[config.mk]
export PLATFORM = sky130hd
export DESIGN_NAME = load_store_unit
export DESIGN_NICKNAME = d
export VERILOG_FILES = /design/src/rtl/lsu_pkg.sv /design/src/rtl/lsu_align.sv /design/src/rtl/load_store_unit.sv
export SDC_FILE = /design/constraint.sdc
export NUM_CORES = 1
export LEC_CHECK = 0
export ABC_AREA = 1
export CAP_MARGIN = 30
export CORE_ASPECT_RATIO = 0.7
export CORE_MARGIN = 1
export CORE_UTILIZATION = 50
export CTS_CLUSTER_SIZE = 12
export DETAILED_ROUTE_END_ITERATION = 16
export DONT_BUFFER_PORTS = 1
export GPL_TIMING_DRIVEN = 0
export HOLD_SLACK_MARGIN = 0.06
export PLACE_DENSITY = 0.75
export SETUP_SLACK_MARGIN = 0.05
export SKIP_CTS_REPAIR_TIMING = 1
export SLEW_MARGIN = 20
export SYNTH_ARGS = -nofsm -noshare
export SYNTH_HDL_FRONTEND = slang
export SYNTH_SLANG_ARGS = --single-unit
[constraint.sdc]
create_clock -name clk -period 6.5 [get_ports clk]
set_input_delay 1.3 -clock clk [delete_from_list [all_inputs] [get_ports clk]]
set_output_delay 1.3 -clock clk [all_outputs]
set_load 0.05 [all_outputs]
[src/rtl/lsu_pkg.sv]
// ---------------------------------------------------------------------------
// lsu_pkg
//   Shared definitions for the load/store unit:
//     - access-size encodings used on MemRead / MemWrite
//     - FSM state type
//     - lane_be():      byte-enable pattern for a size / byte offset pair
//     - is_aligned():   natural-alignment test for a size / byte offset pair
// ---------------------------------------------------------------------------
package lsu_pkg;

  // Size encodings shared by MemRead and MemWrite.
  localparam logic [1:0] SZ_NONE = 2'b00;
  localparam logic [1:0] SZ_BYTE = 2'b01;
  localparam logic [1:0] SZ_HALF = 2'b10;
  localparam logic [1:0] SZ_WORD = 2'b11;

  typedef enum logic [1:0] {
    IDLE = 2'b00,
    REQ  = 2'b01,
    RESP = 2'b10
  } lsu_state_t;

  // Byte enables for an access of 'size' starting at byte offset 'off'
  // inside a little-endian 32-bit word (bit i = byte lane i).
  function automatic logic [3:0] lane_be(input logic [1:0] size,
                                         input logic [1:0] off);
    logic [3:0] be;
    case (size)
      SZ_BYTE: be = 4'b0001 << off;
      SZ_HALF: be = off[1] ? 4'b1100 : 4'b0011;
      SZ_WORD: be = 4'b1111;
      default: be = 4'b0000;
    endcase
    return be;
  endfunction

  // Halves must sit on an even byte, words on a word boundary.
  function automatic logic is_aligned(input logic [1:0] size,
                                      input logic [1:0] off);
    logic ok;
    case (size)
      SZ_HALF: ok = ~off[0];
      SZ_WORD: ok = (off == 2'b00);
      default: ok = 1'b1;
    endcase
    return ok;
  endfunction

endpackage

[src/rtl/lsu_align.sv]
// ---------------------------------------------------------------------------
// lsu_align
//   Purely combinational byte-lane steering for the load/store unit.
//
//   Store path (driven from the live request in IDLE):
//     st_size, st_off, st_data  -> st_be     byte enables
//                                  st_wdata  lane-replicated store data
//                                  st_legal  size/offset alignment is legal
//   Load path (driven from the latched request and the memory read word):
//     ld_size, ld_off, ld_unsigned, ld_rdata -> ld_result  extended load value
// ---------------------------------------------------------------------------
module lsu_align
  import lsu_pkg::*;
(
  input  logic [1:0]  st_size,
  input  logic [1:0]  st_off,
  input  logic [31:0] st_data,
  output logic [3:0]  st_be,
  output logic [31:0] st_wdata,
  output logic        st_legal,

  input  logic [1:0]  ld_size,
  input  logic [1:0]  ld_off,
  input  logic        ld_unsigned,
  input  logic [31:0] ld_rdata,
  output logic [31:0] ld_result
);

  logic [7:0]  ld_byte;
  logic [15:0] ld_half;
  logic        ld_sign;

  // ---------------- store path ----------------
  // Store data is replicated across every lane it could land in, so the
  // memory only has to honour the byte enables.
  always_comb begin
    // NOTE: every combinational output gets a default before the case so no
    // path leaves it unassigned, which would otherwise infer a latch.
    st_wdata = st_data;
    st_be    = lane_be(st_size, st_off);
    st_legal = is_aligned(st_size, st_off);
    case (st_size)
      SZ_BYTE: st_wdata = {4{st_data[7:0]}};
      SZ_HALF: st_wdata = {2{st_data[15:0]}};
      default: st_wdata = st_data;
    endcase
  end

  // ---------------- load path ----------------
  always_comb begin
    case (ld_off)
      2'd0:    ld_byte = ld_rdata[7:0];
      2'd1:    ld_byte = ld_rdata[15:8];
      2'd2:    ld_byte = ld_rdata[23:16];
      default: ld_byte = ld_rdata[31:24];
    endcase
  end

  // A legal half access only ever starts at offset 0 or 2, so addr[1] picks it.
  assign ld_half = ld_off[1] ? ld_rdata[31:16] : ld_rdata[15:0];

  always_comb begin
    ld_sign   = 1'b0;
    ld_result = ld_rdata;
    case (ld_size)
      SZ_BYTE: begin
        ld_sign   = ~ld_unsigned & ld_byte[7];
        ld_result = {{24{ld_sign}}, ld_byte};
      end
      SZ_HALF: begin
        ld_sign   = ~ld_unsigned & ld_half[15];
        ld_result = {{16{ld_sign}}, ld_half};
      end
      default: ld_result = ld_rdata;  // word: extension is irrelevant
    endcase
  end

endmodule

[src/rtl/load_store_unit.sv]
// ---------------------------------------------------------------------------
// load_store_unit
//   Memory-access stage behind the ALU. Accepts one load or store per
//   instruction, issues it on a word-wide req/ready memory port, freezes the
//   core with 'stall' until it completes and returns extended load data.
//   Misaligned or read+write requests are rejected with 'access_err'.
//
//   Core side:
//     clk, reset         clock, asynchronous active-high reset
//     MemRead, MemWrite  access size (00 none, 01 byte, 10 half, 11 word)
//     load_unsigned      1 = zero-extend byte/half loads
//     addr, write_data   byte address, right-justified store data
//     stall              hold the core (inputs must stay stable)
//     load_data          registered, extended load result
//     load_valid         one-cycle pulse when load_data is fresh
//     access_err         one-cycle pulse for an illegal request
//   Memory side:
//     mem_req, mem_we, mem_addr, mem_be, mem_wdata   request (held in REQ)
//     mem_ready          accept/complete strobe, only looked at in REQ
//     mem_rdata          read word, sampled on mem_req & mem_ready & ~mem_we
//
//   Flow: IDLE --legal request--> REQ --mem_ready--> RESP --> IDLE.
//   RESP is a deliberate dead cycle: the core still presents the finished
//   instruction's controls there, so nothing new may start from it.
// ---------------------------------------------------------------------------
module load_store_unit
  import lsu_pkg::*;
#(
  parameter int ADDR_W = 32,
  parameter int DATA_W = 32   // fixed at 32; lane logic assumes four byte lanes
) (
  input  logic              clk,
  input  logic              reset,

  input  logic [1:0]        MemRead,
  input  logic [1:0]        MemWrite,
  input  logic              load_unsigned,
  input  logic [ADDR_W-1:0] addr,
  input  logic [DATA_W-1:0] write_data,

  output logic              stall,
  output logic [DATA_W-1:0] load_data,
  output logic              load_valid,
  output logic              access_err,

  output logic              mem_req,
  output logic              mem_we,
  output logic [ADDR_W-1:0] mem_addr,
  output logic [3:0]        mem_be,
  output logic [DATA_W-1:0] mem_wdata,
  input  logic              mem_ready,
  input  logic [DATA_W-1:0] mem_rdata
);

  lsu_state_t state;

  // Request decode in IDLE
  logic        req_any;
  logic        req_conflict;
  logic [1:0]  req_size;
  logic        req_legal;

  // Latched request context, used while the access is in flight
  logic        we_q;
  logic [1:0]  size_q;
  logic [1:0]  off_q;
  logic        unsigned_q;

  // Lane steering results
  logic [3:0]        st_be;
  logic [DATA_W-1:0] st_wdata;
  logic              st_legal;
  logic [DATA_W-1:0] ld_result;

  // ---------------- request decode ----------------
  assign req_any      = (MemRead != SZ_NONE) || (MemWrite != SZ_NONE);
  assign req_conflict = (MemRead != SZ_NONE) && (MemWrite != SZ_NONE);
  // With no conflict at most one of the two is nonzero, so this picks the
  // active one; on a conflict the request is rejected regardless.
  assign req_size     = (MemWrite != SZ_NONE) ? MemWrite : MemRead;
  assign req_legal    = req_any && !req_conflict && st_legal;

  lsu_align u_align (
    .st_size     (req_size),
    .st_off      (addr[1:0]),
    .st_data     (write_data),
    .st_be       (st_be),
    .st_wdata    (st_wdata),
    .st_legal    (st_legal),
    .ld_size     (size_q),
    .ld_off      (off_q),
    .ld_unsigned (unsigned_q),
    .ld_rdata    (mem_rdata),
    .ld_result   (ld_result)
  );

  // ---------------- FSM and output registers ----------------
  always_ff @(posedge clk or posedge reset) begin
    if (reset) begin
      state      <= IDLE;
      we_q       <= 1'b0;
      size_q     <= SZ_NONE;
      off_q      <= 2'b00;
      unsigned_q <= 1'b0;
      mem_addr   <= '0;
      mem_be     <= 4'b0000;
      mem_wdata  <= '0;
      load_data  <= '0;
    end else begin
      // NOTE: state is updated with non-blocking assignments so every
      // register samples pre-edge values and ordering inside the block
      // cannot create simulation/synthesis mismatches.
      case (state)
        IDLE: begin
          if (req_legal) begin
            we_q       <= (MemWrite != SZ_NONE);
            size_q     <= req_size;
            off_q      <= addr[1:0];
            unsigned_q <= load_unsigned;
            mem_addr   <= {addr[ADDR_W-1:2], 2'b00};
            mem_be     <= st_be;
            mem_wdata  <= st_wdata;
            state      <= REQ;
          end
        end
        REQ: begin
          if (mem_ready) begin
            if (!we_q) load_data <= ld_result;
            state <= RESP;
          end
        end
        RESP:    state <= IDLE;
        default: state <= IDLE;
      endcase
    end
  end

  // ---------------- outputs decoded from state ----------------
  // mem_req comes straight off the state register, so an asynchronous reset
  // removes it immediately and abandons the in-flight access.
  assign mem_req    = (state == REQ);
  assign mem_we     = we_q;
  assign load_valid = (state == RESP) && !we_q;

  // Reset masks the live-request terms so the core is released while reset
  // is held even if it is still presenting a request.
  assign stall      = !reset && (((state == IDLE) && req_legal) || (state == REQ));
  assign access_err = !reset && (state == IDLE) && req_any && !req_legal;

endmodule
# Word-level counts from Yosys, hierarchy flattened
# Cells that the tools add are included.
# totals
ff_bits,106
latch_bits,0
ram_bits,0
romBits,0
input_bits,104
output_inout_bits,105
wordCells,60
mem_count,0
# classes
n_addsub,0
multipliers,0
div,0
order_cmp,0
n_eq_ne,11
shift,1
mux,11
bitwise_logic,5
n_reduce_logical,23
# op_table
cell,n
32-bit case mux with 2 select lines,2
8-bit case mux with 3 select lines,1
16-bit 2-to-1 mux,1
4-bit case mux with 3 select lines,1
"2-bit equality test, second input constant",5
1-bit logical AND,9
"2-bit by 1-bit equality test with 1-bit output, second input constant",4
2-bit zero test,3
2-bit 2-to-1 mux,3
1-bit zero test,4
4-bit 2-to-1 mux,1
2-bit case mux with 2 select lines,1
2-bit AND reduction,2
2-bit nonzero test,2
"1-bit by 2-bit << shifter with 4-bit output, first input constant",1
1-bit inverter,3
3-bit AND reduction,1
1-bit bitwise AND,2
1-bit logical OR,2
"2-bit by 1-bit != test with 1-bit output, second input constant",1
"2-bit != test, second input constant",1
1-bit case mux with 2 select lines,1

# Logic depth before layout (Yosys ltp)
# logic_depth
depth_word,8
ltp_mapped,13
ltp_nobuf,12

# By module
# A second synthesis with hierarchy kept.
# unflattened
hier_cells,755
area_unflattened_um2,5562.8
# by_module_without_submodules
module,n_inst,cells_per_inst,area_each_um2,seq_area_each_um2
load_store_unit,1,482,4294.1,2652.5
lsu_align,1,273,1268.7,0.0

# Worst setup path after synthesis
# OpenSTA, ideal clock, no wires.
# synth_timing
path_kind,input to output
startpoint,input port MemWrite[0]
endpoint,output port access_err
arrival_ns,3.619
t_required_ns,5.200
setup_slack_ns,1.581
cell_stages,9
n_path_buf,0
cell_sequence,inv_1 > a21oi_1 > inv_1 > ha_1 > o21ai_0 > nand2_1 > nand2_1 > inv_1 > nor4_1
# synth_between
elab_chain_cells,7
# synth_lines
element,line_no,rtl
"start, declared",load_store_unit.sv:36,"input logic [1:0] MemWrite,"
2-bit nonzero test *,load_store_unit.sv:80,assign req_size = (MemWrite != SZ_NONE) ? MemWrite : MemRead;
2-bit 2-to-1 mux *,load_store_unit.sv:80,
via req_size[1],load_store_unit.sv:60,logic [1:0] req_size;
2-bit equality test,lsu_pkg.sv:41,case (size)
1-bit case mux with 2 select lines *,lsu_pkg.sv:41,
1-bit logical AND *,load_store_unit.sv:81,assign req_legal = req_any && !req_conflict && st_legal;
1-bit zero test *,load_store_unit.sv:148,assign access_err = !reset && (state == IDLE) && req_any && !req_legal;
1-bit logical AND *,load_store_unit.sv:148,
"end, declared",load_store_unit.sv:44,"output logic access_err,"
# Mark *: on every way through the listed nets, which the timed path passes. The rest lies on a longest branch.

# Worst setup path after layout
# layout_timing
startpoint,input port MemWrite[1]
endpoint,output port stall
# layout_between
elab_chain_cells,8
# layout_lines
element,line_no,rtl
2-bit nonzero test *,load_store_unit.sv:80,
2-bit 2-to-1 mux *,load_store_unit.sv:80,
via req_size[0],load_store_unit.sv:60,
2-bit equality test,lsu_pkg.sv:41,
1-bit case mux with 2 select lines *,lsu_pkg.sv:41,
1-bit logical AND *,load_store_unit.sv:81,
1-bit logical AND *,load_store_unit.sv:147,assign stall = !reset && (((state == IDLE) && req_legal) || (state == REQ));
1-bit logical OR *,load_store_unit.sv:147,
1-bit logical AND *,load_store_unit.sv:147,
"end, declared",load_store_unit.sv:41,"output logic stall,"
# Marked as above.

==> results by stage <==
Logic synthesis:
- Each instance of the synthesized netlist takes up on average 7.839 um^2.
- After synthesis the netlist holds a flip-flop and latch count of 106.
- The fraction of registers with async set or reset after synthesis is 1.000.
- The number of instances in the synthesized netlist is 663.
- The top-area cell type share of the netlist area is 0.5104.
- The post-synth design cell area is 5197 um^2.
- For this run, the leading register cell type out of synthesis is sky130_fd_sc_hd__dfrtp_1.
- The count of distinct cell types in the synthesized netlist is 28.
- The library cell occupying the most area in the post-synthesis netlist is sky130_fd_sc_hd__dfrtp_1.
- In the post-synthesis netlist, the biggest area contributors are sky130_fd_sc_hd__dfrtp_1 (51%), sky130_fd_sc_hd__nand2_1 (22%), sky130_fd_sc_hd__a21oi_1 (4.3%), sky130_fd_sc_hd__o21ai_0 (3.3%), sky130_fd_sc_hd__nor2_1 (3.0%).
- The synthesis warning total is 0.
- The synthesized design contains 0 enable-type register cells.
- For this run, the register share of the synthesized area comes to 0.5104.

Floorplan:
- After floorplanning, the core was sized to cover 9910 um^2.
- The die covers 10810 um^2.
- The initial utilization of the core area, before any placement, comes to 0.5245.
- The count of pins on the block boundary is 209.
- The die outline width is 123.9 um.
- The die boundary height is 87.30 um.
- After floorplanning, the core was divided into 30 placement rows.

Timing:
- Hold timing on the final database bottoms out at a slack of 0.5837 ns.
- The post-route clock period utilization is 0.6974.
- The number of hold-slack violations in the final timing report was 0.
- Setup repair after global routing left no endpoint under its margin.
- The number of endpoints failing setup at the final stage is 0.
- The measured slew at the worst slew-check pin is 0.9555 ns.
- The clock arrives with 0.004652 ns of skew.
- Summed over all failing endpoints, the final setup total negative slack is 0 ns.
- The worst pin sits at a relative slew slack of 0.3606.
- The max-slew violation count was 0.
- The shortest period the worst path allows is 4.533 ns.
- Timing would allow up to 220.6 MHz.

Global routing:
- The global-route wire length before repair is 21130 um.
- Across every metal layer, demand over resource in global routing totals 0.2562.
- The largest net degree at the start of global routing is 58.
- The via count of the first global-routing pass is 4233.
- The number of antenna violations at the first check in global routing is 0.
- Summed over all layers, the global routing overflow is 0.

Worst hold path:
- The path class of the tightest hold or removal check is flip-flop to flip-flop.
- The startpoint identified for the worst hold timing path is size_q[1].
- The cell depth of the worst min-delay path is 2.
- The destination of the worst hold path is size_q[1].

Worst setup path:
- The length in cells of the worst reg-to-reg path is 8.
- The worst register-to-register path begins at size_q[0].
- Traced cell by cell, the critical path runs through inv_1, a21oi_1, inv_1, ha_1, nor2_1, inv_1, nand2_1, nand2_1, nor2_4, inv_2, buf_2, a21oi_1, buf_4.
- The critical path in this run is classified as input pin to output pin.
- In this run the worst path has a maximum fanout of 10.
- The endpoint identified for the worst register-to-register timing path is load_data[0].
- The worst setup path is captured at an output pin.
- The critical path launch point type is an input pin.
- The most used cell along the critical path is sky130_fd_sc_hd__inv_1.
- The number of buffers and inverters on the critical path is 6.
- For flop-to-flop paths, the worst setup slack is 4.69 ns.
- The critical path's slowest cell is sky130_fd_sc_hd__a21oi_1.
- The largest delay contributor family on the critical path is buffers and inverters.
- The data required time at the worst endpoint is 5.20 ns.
- For this run, the slowest stage of the critical path takes 0.25 ns.
- For the worst setup path, the data arrival time is 3.23 ns.

Finish:
- For this run, the post-layout net count is 789.
- The post-synthesis to final-layout area growth is 10.69%.
- The number of antenna diodes in the final layout is 0.
- Of the cells placed in the final design, the portion with a size suffix greater than 1 is 0.1040.
- The filler cell count is 903.

Placed design:
- The HPWL reported at the end of detailed placement is 10430 um.
- Buffers placed on the I/O ports in this run total 0.
- The global placement routability congestion is 0.9240.

Clocking:
- The clock tree buffer depth is 2.
- The count of clock tree sinks is 106.
- For the worst-skew pair, the clock arrives at the later sink with an insertion delay of 0.34 ns.
- TritonCTS created 9 clock buffers.
- The tree is rooted in a sky130_fd_sc_hd__clkbuf_16.
- The clock tree from TritonCTS is built.
- The clock tree synthesis step divided the H-tree into 3 levels.
- Clock-pin slew was measured on the worst setup and hold paths at 0.07 ns.

Job:
- Across the run, the number of max-cap violations was 0.

Outcome:
- The flow ran to the end, and the final reports show no timing, DRC or antenna violations.

Routing:
- The number of routed nets with antenna violations is 0.
- The starting DRC count in detailed routing is 309.
- Across all layers, the routed design uses 4435 vias.
- Before antenna repair, the detailed router went through 5 iterations.
- In the routed layout, each cell is associated on average with a via count of 5.469.
- After detailed routing, the average wire length per cell comes to 16.78 um.
- The remaining routing DRC violations is 0.
- Summed over all layers, the routed wires come to 13610 um.

Power:
- IR analysis of the VDD net gives a maximum drop of 0.2958 mV.
- In this run the power density over the cells is 622.5 nW/um^2.
- The static leakage power is 3.041 nW.
## cells by family after synthesis
kind of cell,Yosys count,synth area share
DFF,106,0.5104
other,1,0.0007215
AOI/OAI and AO/OA,115,0.1266
adders and majority gates,7,0.01685
buffers and inverters,76,0.07655
and+or+nand+nor,358,0.2689
## synthesized netlist by cell type, types with 2 or more instances
library cell and count:
sky130_fd_sc_hd__nand2_1 303, sky130_fd_sc_hd__o221ai_1 6, sky130_fd_sc_hd__buf_2 16, sky130_fd_sc_hd__inv_1 35, sky130_fd_sc_hd__a22oi_1 8, sky130_fd_sc_hd__inv_2 4, sky130_fd_sc_hd__a21oi_2 9, sky130_fd_sc_hd__dfrtp_1 106
sky130_fd_sc_hd__o21ai_0 34, sky130_fd_sc_hd__buf_6 9, sky130_fd_sc_hd__nor2_4 2, sky130_fd_sc_hd__buf_4 6, sky130_fd_sc_hd__ha_1 7, sky130_fd_sc_hd__a21oi_1 45, sky130_fd_sc_hd__nand3_1 8, sky130_fd_sc_hd__clkbuf_1 3
sky130_fd_sc_hd__nor2_1 41, sky130_fd_sc_hd__o21ai_1 11
## state kept, by name, indices dropped and copies added (netlist names)
name        flops
load_data      32
mem_wdata      32
mem_addr       30
mem_be          4
off_q           2
size_q          2
state           2
mem_we          1
unsigned_q      1
## per-stage QoR
| step | cell area (um^2) | total power [mW] | utilization | worst slack (ns) | cells |
|---|---|---|---|---|---|
| global placement | 5361 | 2.939 | 0.5410 | 1.229 | 792 |
| floorplan | 5201 | 2.739 | - | 1.581 | 664 |
| CTS | 5753 | 3.592 | 0.5806 | 1.948 | 811 |
| detailed placement | 5415 | 2.986 | 0.5465 | 1.960 | 795 |
| global route | 5753 | 3.788 | 0.5806 | 1.744 | 811 |
| finish | 5753 | 3.581 | 0.5806 | 1.967 | 811 |
## report_power, final
part           internal (mW)  total (mW)  switching (mW)  leakage [nW]
Combinational          0.293       0.841           0.548          1.56
Clock                  0.346       0.602           0.256         0.161
Sequential             0.929        2.14            1.21          1.32
## routing by layer
metal / track usage / share of wire / vias up
met1: 0.3491 / 0.45 / 2081
li1: - / - / 2110
met2: 0.3843 / 0.44 / 225
met4: 0.07667 / 0.015 / 0
met3: 0.08704 / 0.098 / 19
met5: 0 / 0 / -
## tightest hold or removal path, stage by stage (launching register included)
cell and delay, ns:
sky130_fd_sc_hd__dfrtp_1 0.38, sky130_fd_sc_hd__inv_1 0.08, sky130_fd_sc_hd__o21ai_0 0.08
## worst max-delay path by stage
stage	startpoint	end	slack, ns	cells after the start
6_report	MemWrite[1]	stall	1.97	13
3_3_place_gp	MemWrite[0]	access_err	1.23	9
4_1_cts	MemWrite[1]	stall	1.95	13
2_1_floorplan	MemWrite[0]	access_err	1.58	9
3_5_place_dp	MemWrite[1]	stall	1.96	13
5_1_grt	MemWrite[1]	stall	1.74	13
## cells in the final DEF (no fill, tap or decap), types with 3 or more instances in the layout
cell type,Yosys,layout
sky130_fd_sc_hd__nor2_1,41,41
sky130_fd_sc_hd__o221ai_1,6,6
sky130_fd_sc_hd__nand2_1,303,303
sky130_fd_sc_hd__inv_2,4,4
sky130_fd_sc_hd__a21oi_1,45,45
sky130_fd_sc_hd__dfrtp_1,106,106
sky130_fd_sc_hd__o21ai_0,34,34
sky130_fd_sc_hd__buf_4,6,8
sky130_fd_sc_hd__buf_2,16,16
sky130_fd_sc_hd__a22oi_1,8,8
sky130_fd_sc_hd__clkbuf_16,0,9
sky130_fd_sc_hd__clkbuf_1,3,3
sky130_fd_sc_hd__o21ai_1,11,11
sky130_fd_sc_hd__ha_1,7,7
sky130_fd_sc_hd__buf_6,9,9
sky130_fd_sc_hd__inv_1,35,34
sky130_fd_sc_hd__nand3_1,8,8
sky130_fd_sc_hd__a21oi_2,9,9
## layout make-up
cell class / count / area (um^2) / area share
inverters: 41 / 161.4 / 0.02806
plain buffers: 35 / 241.5 / 0.04197
well taps: 128 / 160.2 / 0.02784
clock buffers: 9 / 225.2 / 0.03915
clock inverters: 7 / 112.6 / 0.01957
flip-flops and latches: 106 / 2653 / 0.4611
multi-input cells: 482 / 2157 / 0.3749
repair buffers: 3 / 42.54 / 0.007395
(Power assumes the default switching activity.)
